$ cat src/rtl/syn_ram_pkg.sv
// Shared types and defaults for the syn_ram initiator.
// Holds the FSM state encoding and the burst command layout.
package syn_ram_pkg;

   localparam int DEF_ADDR_W = 5;
   localparam int DEF_DATA_W = 8;
   localparam int DEPTH = 1 << DEF_ADDR_W;

   typedef enum logic [1:0] {
      IDLE,
      WRITE,
      READ,
      CLEAR
   } state_t;

   typedef struct packed {
      logic                  wr;
      logic [DEF_ADDR_W-1:0] addr;
      logic [DEF_ADDR_W-1:0] len;
   } cmd_t;

endpackage

$ cat src/rtl/syn_ram_if.sv
// Client-side bundle of syn_ram_master: command,
// write-beat and read-beat valid/ready channels.
interface syn_ram_if
   import syn_ram_pkg::*;
#(
   parameter int ADDR_W = DEF_ADDR_W,
   parameter int DATA_W = DEF_DATA_W
);

   logic              cmd_valid;
   logic              cmd_ready;
   logic              cmd_wr;
   logic [ADDR_W-1:0] cmd_addr;
   logic [ADDR_W-1:0] cmd_len;
   logic              wr_valid;
   logic              wr_ready;
   logic [DATA_W-1:0] wr_data;
   logic              rd_valid;
   logic              rd_ready;
   logic [DATA_W-1:0] rd_data;

   modport master (
      input  cmd_valid, cmd_wr, cmd_addr, cmd_len,
      input  wr_valid, wr_data, rd_ready,
      output cmd_ready, wr_ready, rd_valid, rd_data
   );

   modport slave (
      output cmd_valid, cmd_wr, cmd_addr, cmd_len,
      output wr_valid, wr_data, rd_ready,
      input  cmd_ready, wr_ready, rd_valid, rd_data
   );

endinterface

$ cat src/rtl/syn_ram_master_skid.sv
// ram_rd_skid: 2-entry FIFO catching registered RAM
// read data so the read stream can absorb backpressure.
module ram_rd_skid
   import syn_ram_pkg::*;
#(
   parameter int DATA_W = DEF_DATA_W
) (
   input  logic              clk,
   input  logic              rst_n,
   input  logic              push,
   input  logic [DATA_W-1:0] push_data,
   input  logic              pop,
   output logic              head_valid,
   output logic [DATA_W-1:0] head_data,
   output logic [1:0]        count
);

   logic [DATA_W-1:0] mem [2];
   logic              wp;
   logic              rp;

   always_ff @(posedge clk or negedge rst_n) begin
      if (!rst_n) begin
         mem[0] <= '0;
         mem[1] <= '0;
         wp     <= 1'b0;
         rp     <= 1'b0;
         count  <= 2'd0;
      end else begin
         if (push) begin
            mem[wp] <= push_data;
            wp      <= ~wp;
         end
         if (pop)
            rp <= ~rp;
         count <= count + {1'b0, push} - {1'b0, pop};
      end
   end

   assign head_valid = (count != 2'd0);
   assign head_data  = mem[rp];

endmodule

$ cat src/rtl/syn_ram_master.sv
// Burst initiator for single-port syn_ram (write and read).
// Define RAM_CLEAR_EN to zero the whole RAM after reset.
module syn_ram_master
   import syn_ram_pkg::*;
#(
   parameter int ADDR_W = DEF_ADDR_W,
   parameter int DATA_W = DEF_DATA_W
) (
   input  logic              clk,
   input  logic              rst_n,
   syn_ram_if.master         bus,
   output logic              busy,
   output logic [DATA_W-1:0] ram_din,
   output logic [ADDR_W-1:0] ram_addr,
   output logic              ram_w_en,
   input  logic [DATA_W-1:0] ram_dout
);

   localparam logic [ADDR_W:0] NLOC = {1'b1, {ADDR_W{1'b0}}};

   state_t            state, state_n;
   logic [ADDR_W-1:0] ptr, ptr_n;
   logic [ADDR_W:0]   rem, rem_n;
   logic              inflight, inflight_n;
   logic              cmd_rdy, wr_rdy, w_en;
   logic [DATA_W-1:0] din;
   logic              hv, pop;
   logic [DATA_W-1:0] hd;
   logic [1:0]        cnt;
   logic [2:0]        occ;
`ifdef RAM_CLEAR_EN
   logic              clr_pend, clr_pend_n;
`endif

   ram_rd_skid #(.DATA_W(DATA_W)) u_skid (
      .clk        (clk),
      .rst_n      (rst_n),
      .push       (inflight),
      .push_data  (ram_dout),
      .pop        (pop),
      .head_valid (hv),
      .head_data  (hd),
      .count      (cnt)
   );

   assign pop = hv & bus.rd_ready;
   // A pop this cycle frees a slot, keeping reads at 1 beat/cycle
   assign occ = {1'b0, cnt} + {2'b0, inflight} - {2'b0, pop};

   always_ff @(posedge clk or negedge rst_n) begin
      if (!rst_n) begin
         state    <= IDLE;
         ptr      <= '0;
         rem      <= '0;
         inflight <= 1'b0;
`ifdef RAM_CLEAR_EN
         clr_pend <= 1'b1;
`endif
      end else begin
         state    <= state_n;
         ptr      <= ptr_n;
         rem      <= rem_n;
         inflight <= inflight_n;
`ifdef RAM_CLEAR_EN
         clr_pend <= clr_pend_n;
`endif
      end
   end

   always_comb begin
      state_n    = state;
      ptr_n      = ptr;
      rem_n      = rem;
      inflight_n = 1'b0;
      cmd_rdy    = 1'b0;
      wr_rdy     = 1'b0;
      w_en       = 1'b0;
      din        = '0;
`ifdef RAM_CLEAR_EN
      clr_pend_n = clr_pend;
`endif
      unique case (state)
         IDLE: begin
            cmd_rdy = 1'b1;
`ifdef RAM_CLEAR_EN
            cmd_rdy = !clr_pend;
            if (clr_pend) begin
               state_n    = CLEAR;
               ptr_n      = '0;
               rem_n      = NLOC;
               clr_pend_n = 1'b0;
            end
`endif
            if (cmd_rdy && bus.cmd_valid) begin
               ptr_n   = bus.cmd_addr;
               rem_n   = {1'b0, bus.cmd_len} + 1'b1;
               state_n = bus.cmd_wr ? WRITE : READ;
            end
         end
         WRITE: begin
            wr_rdy = 1'b1;
            w_en   = bus.wr_valid;
            din    = bus.wr_data;
            if (bus.wr_valid) begin
               ptr_n = ptr + 1'b1;
               rem_n = rem - 1'b1;
               if (rem == 1)
                  state_n = IDLE;
            end
         end
         READ: begin
            if (rem != 0 && occ < 3'd2) begin
               inflight_n = 1'b1;
               ptr_n      = ptr + 1'b1;
               rem_n      = rem - 1'b1;
            end
            if (rem == 0 && !inflight &&
                (cnt == 2'd0 || (cnt == 2'd1 && pop)))
               state_n = IDLE;
         end
`ifdef RAM_CLEAR_EN
         CLEAR: begin
            w_en  = 1'b1;
            ptr_n = ptr + 1'b1;
            rem_n = rem - 1'b1;
            if (rem == 1)
               state_n = IDLE;
         end
`endif
         default: state_n = IDLE;
      endcase
   end

   assign bus.cmd_ready = cmd_rdy;
   assign bus.wr_ready  = wr_rdy;
   assign bus.rd_valid  = hv;
   assign bus.rd_data   = hd;
   assign busy          = (state != IDLE);
   assign ram_w_en      = w_en;
   assign ram_din       = din;
   assign ram_addr      = ptr;

endmodule

$ cat src/flat_wrapper.sv
// flat-port wrapper written by rule: the top's interface ports become plain ports
module syn_ram_master_flat import syn_ram_pkg::*;
#(
   parameter int ADDR_W = DEF_ADDR_W,
   parameter int DATA_W = DEF_DATA_W
)
  (clk, rst_n, busy, ram_din, ram_addr, ram_w_en, ram_dout, bus_cmd_valid, bus_cmd_wr, bus_cmd_addr, bus_cmd_len, bus_wr_valid, bus_wr_data, bus_rd_ready, bus_cmd_ready, bus_wr_ready, bus_rd_valid, bus_rd_data);
  syn_ram_if #(.ADDR_W(ADDR_W), .DATA_W(DATA_W)) bus_i ();
  input  logic clk;
  input  logic rst_n;
  output logic busy;
  output logic [DATA_W-1:0] ram_din;
  output logic [ADDR_W-1:0] ram_addr;
  output logic ram_w_en;
  input  logic [DATA_W-1:0] ram_dout;
  input wire logic [$bits(bus_i.cmd_valid)-1:0] bus_cmd_valid;
  input wire logic [$bits(bus_i.cmd_wr)-1:0] bus_cmd_wr;
  input wire logic [$bits(bus_i.cmd_addr)-1:0] bus_cmd_addr;
  input wire logic [$bits(bus_i.cmd_len)-1:0] bus_cmd_len;
  input wire logic [$bits(bus_i.wr_valid)-1:0] bus_wr_valid;
  input wire logic [$bits(bus_i.wr_data)-1:0] bus_wr_data;
  input wire logic [$bits(bus_i.rd_ready)-1:0] bus_rd_ready;
  output wire logic [$bits(bus_i.cmd_ready)-1:0] bus_cmd_ready;
  output wire logic [$bits(bus_i.wr_ready)-1:0] bus_wr_ready;
  output wire logic [$bits(bus_i.rd_valid)-1:0] bus_rd_valid;
  output wire logic [$bits(bus_i.rd_data)-1:0] bus_rd_data;
  assign bus_i.cmd_valid = bus_cmd_valid;
  assign bus_i.cmd_wr = bus_cmd_wr;
  assign bus_i.cmd_addr = bus_cmd_addr;
  assign bus_i.cmd_len = bus_cmd_len;
  assign bus_i.wr_valid = bus_wr_valid;
  assign bus_i.wr_data = bus_wr_data;
  assign bus_i.rd_ready = bus_rd_ready;
  assign bus_cmd_ready = bus_i.cmd_ready;
  assign bus_wr_ready = bus_i.wr_ready;
  assign bus_rd_valid = bus_i.rd_valid;
  assign bus_rd_data = bus_i.rd_data;
  syn_ram_master #(.ADDR_W(ADDR_W), .DATA_W(DATA_W)) u_core (.clk(clk), .rst_n(rst_n), .bus(bus_i), .busy(busy), .ram_din(ram_din), .ram_addr(ram_addr), .ram_w_en(ram_w_en), .ram_dout(ram_dout));
endmodule
$ cat config.mk
export PLATFORM = sky130hd
export DESIGN_NAME = syn_ram_master_flat
export DESIGN_NICKNAME = d
export VERILOG_FILES = /design/src/rtl/syn_ram_pkg.sv /design/src/rtl/syn_ram_if.sv /design/src/rtl/syn_ram_master_skid.sv /design/src/rtl/syn_ram_master.sv /design/src/flat_wrapper.sv
export SDC_FILE = /design/constraint.sdc
export NUM_CORES = 1
export LEC_CHECK = 0
export ABC_AREA = 1
export ABC_CLOCK_PERIOD_IN_PS = 2490
export CAP_MARGIN = 10
export CORE_UTILIZATION = 30
export DETAILED_ROUTE_END_ITERATION = 8
export PLACE_DENSITY_LB_ADDON = 0.1
export REMOVE_ABC_BUFFERS = 1
export SLEW_MARGIN = 20
export SYNTH_ARGS = -nofsm -noshare
export SYNTH_HDL_FRONTEND = slang
export SYNTH_HIERARCHICAL = 1
export SYNTH_SLANG_ARGS = --single-unit
$ cat constraint.sdc
create_clock -name clk -period 2.49 [get_ports clk]
set_clock_uncertainty 0.15 [all_clocks]
set_input_delay 0.249 -clock clk [delete_from_list [all_inputs] [get_ports clk]]
set_output_delay 0.249 -clock clk [all_outputs]
set_load 0.05 [all_outputs]
==> run metrics, run 1 <==
total CTS buffers 5; post-synthesis sequential area ratio ~41%; Post CTS Setup Buffer Count 0; First DRT Iteration DRCs 58; Final GP Congestion 0.745; Cells after Synth 290; Lkg Pwr 1.54 nW; Clock Tree Buf Depth 2; RSZ-0062 raised after global routing yes; final period utilization a little under 100%; Setup Slack @ Placement -165 ps; Syn Std Cell Area 0.00210 sq mm; row count 30; CP required 2570 ps; Final WS setup 92.6 ps; simple-gate share of the synthesized area a little under a third; Min-Delay Path Class input pin to asynchronous set/reset pin; crit path kind register to register; Rel. slew slack 66.2%; DRT antenna net count 0; CTS tree done; Reg2Reg Depth 17; TritonRoute pass-1 iters 4; fin cells approximately 450; core area 0.00679 sq mm; Post-DP HPWL 3490 microns; GR Util All Layers a little over an eighth; # diodes 0; Fin. Hold Viols 0; xor/xnor share of the synthesized area 1.67%; Synth Area in Compound Gates 8.58%; GR Overflow Total 0; Die W 85.7 microns; layout cell share with drive strength beyond 1 15.6%; ys flop type dfrtp_1; via count 1966; I/O pins 58; Routed WL per cell ~10 microns; placed cell count 443; asr flop ratio synth 100%; main combinational cell family by area after synthesis simple AND/OR/NAND/NOR gates; Skew-Pair Late Insertion Delay 280 ps; post-synthesis mux area share 0%; Setup crit end kind register; CP arrival roughly 2500 ps; P&R area growth vs syn 39.9%; global-route wire length before repair approximately 7800 microns; routed vias/inst ~4.4; largest net degree at the start of global routing 35; CTS clk-pin slew, worst paths 70 ps; DRT Wirelength 4700 microns; fmax between 400 and 500 MHz; final net count 398; initial antenna violation count 0; Initial Util a little under a third; die area 0.00734 sq mm; worst slew pin tran about 500 ps; #FFs+latches synth 34; vias in the first global route roughly 1700; post-synthesis area per instance 7.24 sq um; Root Buffer clkbuf_8; total of max-cap violations 0; H-tree depth reported by CTS 2; final slew viol count 0; Peak VDD IR 463 uV; adder-cell area share of the yosys netlist 7.50%; min Tclk post-route 2400 ps; Die Ht 85.7 microns; Final Setup Violations 0; PortBufs 57; Fillers 722; count of flip-flops with a built-in enable after synthesis 0; CP max FO 8; Setup crit start kind register; pwr dens 1460 mW/mm^2; DRC 0; Yosys cell types 27; status complete, no violations; Clock Sinks 34; synth warn 6
where the power goes:
group	switching (mW)	total [mW]	internal, mW	leakage, nW
combinational	1.79	2.80	1.00	1.08
clock	0.186	0.399	0.213	0.0431
sequential	0.256	1.09	0.832	0.414
total	2.23	4.28	2.05	1.54
cell usage after synthesis, types with 3 or more instances:
cell type / count / area, sq um
nand2_2: 4 / 25.0
nand4_1: 5 / 31.3
o21ai_1: 17 / 85.1
xor2_1: 3 / 26.3
nand2_1: 101 / 379
dfrtp_1: 34 / 851
nor2_1: 9 / 33.8
inv_2: 4 / 15.0
nand3_1: 24 / 120
o21ai_0: 12 / 60.1
inv_1: 45 / 169
ha_1: 11 / 138
buf_6: 3 / 33.8
worst max-delay path, cell delays in order, from the launching register on:
cell,delay [ps]
dfrtp_1,380
inv_1,80
nand2_2,60
nand2_2,60
inv_2,50
ha_4,200
inv_2,40
nand2_2,50
fa_1,540
nand2_1,50
clkinv_1,40
nand2_1,50
nor2_2,110
nand2_2,90
nand2_4,110
buf_8,140
nand3_1,80
nand2_1,60
registers in the layout, indices dropped and copies added, names as in the netlist:
name / count
u_core/u_skid/count: 2
u_core/rem: 6
u_core/inflight: 1
u_core/u_skid/rp: 1
u_core/u_skid/wp: 1
u_core/u_skid/mem: 16
u_core/state: 2
u_core/ram_addr: 5
repair_timing:
| item | CTS | global route |
|---|---|---|
| gates cloned | 0 | 0 |
| endpoints found under the hold margin | 0 | 0 |
| endpoints found under the setup margin | 11 | 16 |
| pin swaps | 0 | 15 |
| gates resized for setup | 3 | 20 |
| hold buffers | 0 | 0 |
placed cells by master, fill, tap and decap left out, drive strengths merged:
master         count
a21oi              2
buf               17
clkbuf             6
clkdlybuf4s50     47
clkinv             1
dfrtp             34
fa                 1
ha                11
inv               49
nand2            106
nand3             25
nand3b             2
nand4              5
nor2              10
o21ai             29
o21bai             2
o22ai              1
or2                1
xnor2              1
xor2               3
final timing paths:
path | slack, ps | from | endpoint
max in group asynchronous | 1630 | rst_n | u_core/u_skid/rp$_DFFE_PN0P_
min in group clk | 340 | u_core/u_skid/mem[2]$_DFFE_PN0P_ | u_core/u_skid/mem[2]$_DFFE_PN0P_
max reg2reg | 90 | u_core/u_skid/count[1]$_DFF_PN0_ | u_core/rem[2]$_DFFE_PN0P_
min reg2reg | 340 | u_core/u_skid/mem[2]$_DFFE_PN0P_ | u_core/u_skid/mem[2]$_DFFE_PN0P_
max | 90 | u_core/u_skid/count[1]$_DFF_PN0_ | u_core/rem[2]$_DFFE_PN0P_
min | 230 | rst_n | u_core/u_skid/mem[9]$_DFFE_PN0P_
per-layer routing:
layer | track usage (%) | up-vias | share of wire [%]
li1 | - | 1022 | -
met1 | 16.7 | 893 | 46
met2 | 22.2 | 45 | 49
met3 | 3.66 | 6 | 4.6
met4 | 5.30 | 0 | 0.98
met5 | 0 | - | 0
final cells by class:
| cell class | instances | area [sq um] | area share (%) |
|---|---|---|---|
| Clock buffer | 6 | 82.6 | 2.81 |
| Inverter | 50 | 188 | 6.39 |
| Multi-Input combinational cell | 199 | 1090 | 37.1 |
| Sequential cell | 34 | 852 | 29.0 |
| Tap cell | 96 | 120 | 4.09 |
| Timing Repair Buffer | 64 | 606 | 20.6 |
logic make-up after synthesis:
kind of cell	Yosys count
xor gates and xnor gates	4
buffers and inverters	57
adders and majority gates	12
and+or+nand+nor	149
AOI/OAI and AO/OA	34
DFF	34
per-stage QoR:
| step | util (%) | total power, mW | cell area [sq um] | TNS (ps) | hold slack [ps] |
|---|---|---|---|---|---|
| floorplan | - | 2.89 | 2050 | -3610 | -197 |
| CTS | 42.1 | 4.19 | 2860 | 0 | 241 |
| detailed placement | 40.7 | 3.74 | 2770 | -1670 | 329 |
| finish | 43.3 | 4.28 | 2940 | 0 | 231 |
| global placement | 40.7 | 3.71 | 2770 | -1120 | 322 |
| global route | 43.3 | 4.66 | 2940 | -941 | 275 |
No activity file was read; power rests on OpenSTA's default activity.
==> run 2: changes to the inputs <==
Settings changed: CORE_MARGIN set to 3.
==> run 2 against run 1 <==
  * Non-clock buffer count grew 1
  * Die area rose by 9.6%
  * Routed wire length rose by 4.0%
  * Register-to-register slack about the same
  * Clock-buffer cell count did not move
  * Flip-flop and latch count unchanged
  * Sequential power barely moved
  * Critical path depth stayed put
  * Clock power up 56%
  * Combinational power is essentially flat
  * Core utilization up 2.4 points
==> run metrics, run 2 (synthesized netlist as in run 1, its figures left out) <==
total CTS buffers 5; final slew viol count 0; Min-Delay Path Class input pin to asynchronous set/reset pin; fmax 417 MHz; Routed WL per cell between 10 and 15 microns; total of max-cap violations 0; beginning of the worst register-to-register path u_core/u_skid/count[0]$_DFF_PN0_; Skew-Pair Late Insertion Delay 280 ps; max FFs per register 16; RSZ-0062 raised after global routing yes; Die Ht 89.7 microns; most common cell after layout, fill and taps aside nand2_1; combinational power share 62.4%; global-route wire length before repair 8120 microns; Seq pwr share 23.9%; Post-DP HPWL 3670 microns; Final Setup Violations 0; crit path kind register to register; row count 29; CP arrival 2470 ps; Largest Register u_core/u_skid/mem; core area 0.00657 sq mm; Clock Tree Buf Depth 2; leading cell types in the layout, fill and taps excluded 95 x nand2_1, 46 x clkdlybuf4s50_1, 41 x inv_1, 33 x dfrtp_1, 19 x nand3_1; Critical-path top delay cell fa_1; Final Cell Area 0.00300 sq mm; Crit path max-delay family adder cells; status complete, no violations; min Tclk post-route ~2400 ps; via count 1920; pwr dens roughly 1500 mW/mm^2; R2R Setup Slk 90 ps; PortBufs 57; clock share of power ~14%; Rel. slew slack 65.0%; Peak VDD IR ~520 uV; final net count 399; sw frac 49.8%; worst slew pin tran 523 ps; GR Util All Layers 12.9%; P&R area growth vs syn 42.7%; post-layout util 45.6%; CTS clk-pin slew, worst paths 70 ps; Clock Sinks 34; DRT antenna net count 0; layout cell share with drive strength beyond 1 16.6%; Setup crit start kind register; crit-path cells inv_2 -> nand2_2 -> nand2_2 -> inv_2 -> ha_4 -> inv_2 -> nand2_2 -> fa_1 -> nand2_1 -> inv_2 -> nand2_2 -> nor2_2 -> nand2_2 -> nand2_4 -> buf_8 -> nand3_1 -> nand2_1; Lkg Pwr 1.58 nW; H-tree depth reported by CTS 2; CTS tree done; Initial Util 32.0%; Die W 89.7 microns; largest net degree at the start of global routing 35; routed vias/inst 4.28; # diodes 0; Root Buffer clkbuf_8; First DRT Iteration DRCs 67; Tot Pwr 4.52 mW; die area approximately 0.0080 sq mm; buffer and inverter count on the worst path 5; DRC 0; CP required 2560 ps; Fin. Hold Viols 0; Final Hold Slack 232 ps; initial antenna violation count 0; P_int ~2.3 mW; vias in the first global route ~1800; FF-to-FF End u_core/rem[2]$_DFFE_PN0P_; CP max FO 8; final period utilization a little over nine tenths; I/O pins 58; DRT Wirelength 4890 microns; switching power 2.25 mW; Final GP Congestion 0.779; most used cell, CP nand2_2; Setup crit end kind register; TritonRoute pass-1 iters 4; Reg2Reg Depth 17; CP max stage delay 530 ps; cts hold-fix bufs 0; GR Overflow Total 0; Post-Place Cell Area between 0.002 and 0.003 sq mm
==> run 2: cell type report <==
type | instances | area [sq um]
well taps | 93 | 116
multi-input cells | 199 | 1080
fillers | 698 | 3570
clock buffers | 6 | 82.6
flip-flops and latches | 34 | 852
inverters | 50 | 188
clock inverters | 2 | 60.1
repair buffers | 65 | 616
==> run 2: routing by layer <==
| layer | part of all wire (%) | vias to the layer above | GRT usage (%) | wire length, microns |
|---|---|---|---|---|
| met5 | 0 | - | 0 | 0 |
| met4 | 0 | 0 | 2.84 | 0 |
| met3 | 4.3 | 0 | 3.92 | 209 |
| met2 | 49 | 40 | 21.4 | 2380 |
| met1 | 47 | 850 | 16.5 | 2300 |
| li1 | - | 1030 | - | - |
==> run 2: how the worst max path moves through the flow <==
stage | start | end | slack (ps) | depth (start not counted)
floorplan | u_core/u_skid/count[1]$_DFF_PN0_ | u_core/ram_addr[2]$_DFFE_PN0P_ | -330 | 17
global placement | bus_rd_ready | u_core/rem[5]$_DFFE_PN0P_ | -110 | 16
detailed placement | bus_rd_ready | u_core/rem[5]$_DFFE_PN0P_ | -140 | 16
CTS | u_core/u_skid/count[0]$_DFF_PN0_ | u_core/ram_addr[4]$_DFFE_PN0P_ | 10 | 17
global route | u_core/u_skid/count[0]$_DFF_PN0_ | u_core/ram_addr[2]$_DFFE_PN0P_ | -40 | 17
finish | u_core/u_skid/count[0]$_DFF_PN0_ | u_core/rem[2]$_DFFE_PN0P_ | 90 | 17
==> run 2: what timing repair did <==
item / CTS / global route
setup endpoints to repair: 11 / 14
resized for setup: 3 / 22
setup buffers: 0 / 1
pin swaps: 0 / 16
endpoints found under the hold margin: 0 / 0
gates cloned: 0 / 0
==> run 2: worst register-to-register path, delay by kind of cell, from the launching register on <==
kind | cells | cell delay (ps)
adders and majority gates | 2 | 740
and+or+nand+nor | 10 | 720
DFF | 1 | 390
buffers and inverters | 5 | 360
==> run 2: power by group through the flow <==
stage	clock [mW]	combinational, mW	sequential (mW)
after global placement	0	2.64	1.08
after floorplan	0	1.73	1.16
after detailed placement	0	2.66	1.08
after CTS	0.642	2.70	1.08
after global routing	0.675	3.11	1.12
final	0.622	2.82	1.08
==> run 2: per-stage QoR <==
step	setup TNS (ps)	cells	setup slack (ps)
2_1_floorplan	-3610	283	-334
3_3_place_gp	-1120	440	-107
3_5_place_dp	-1450	440	-138
4_1_cts	0	448	12.6
5_1_grt	-277	449	-42.8
6_report	0	449	93.7
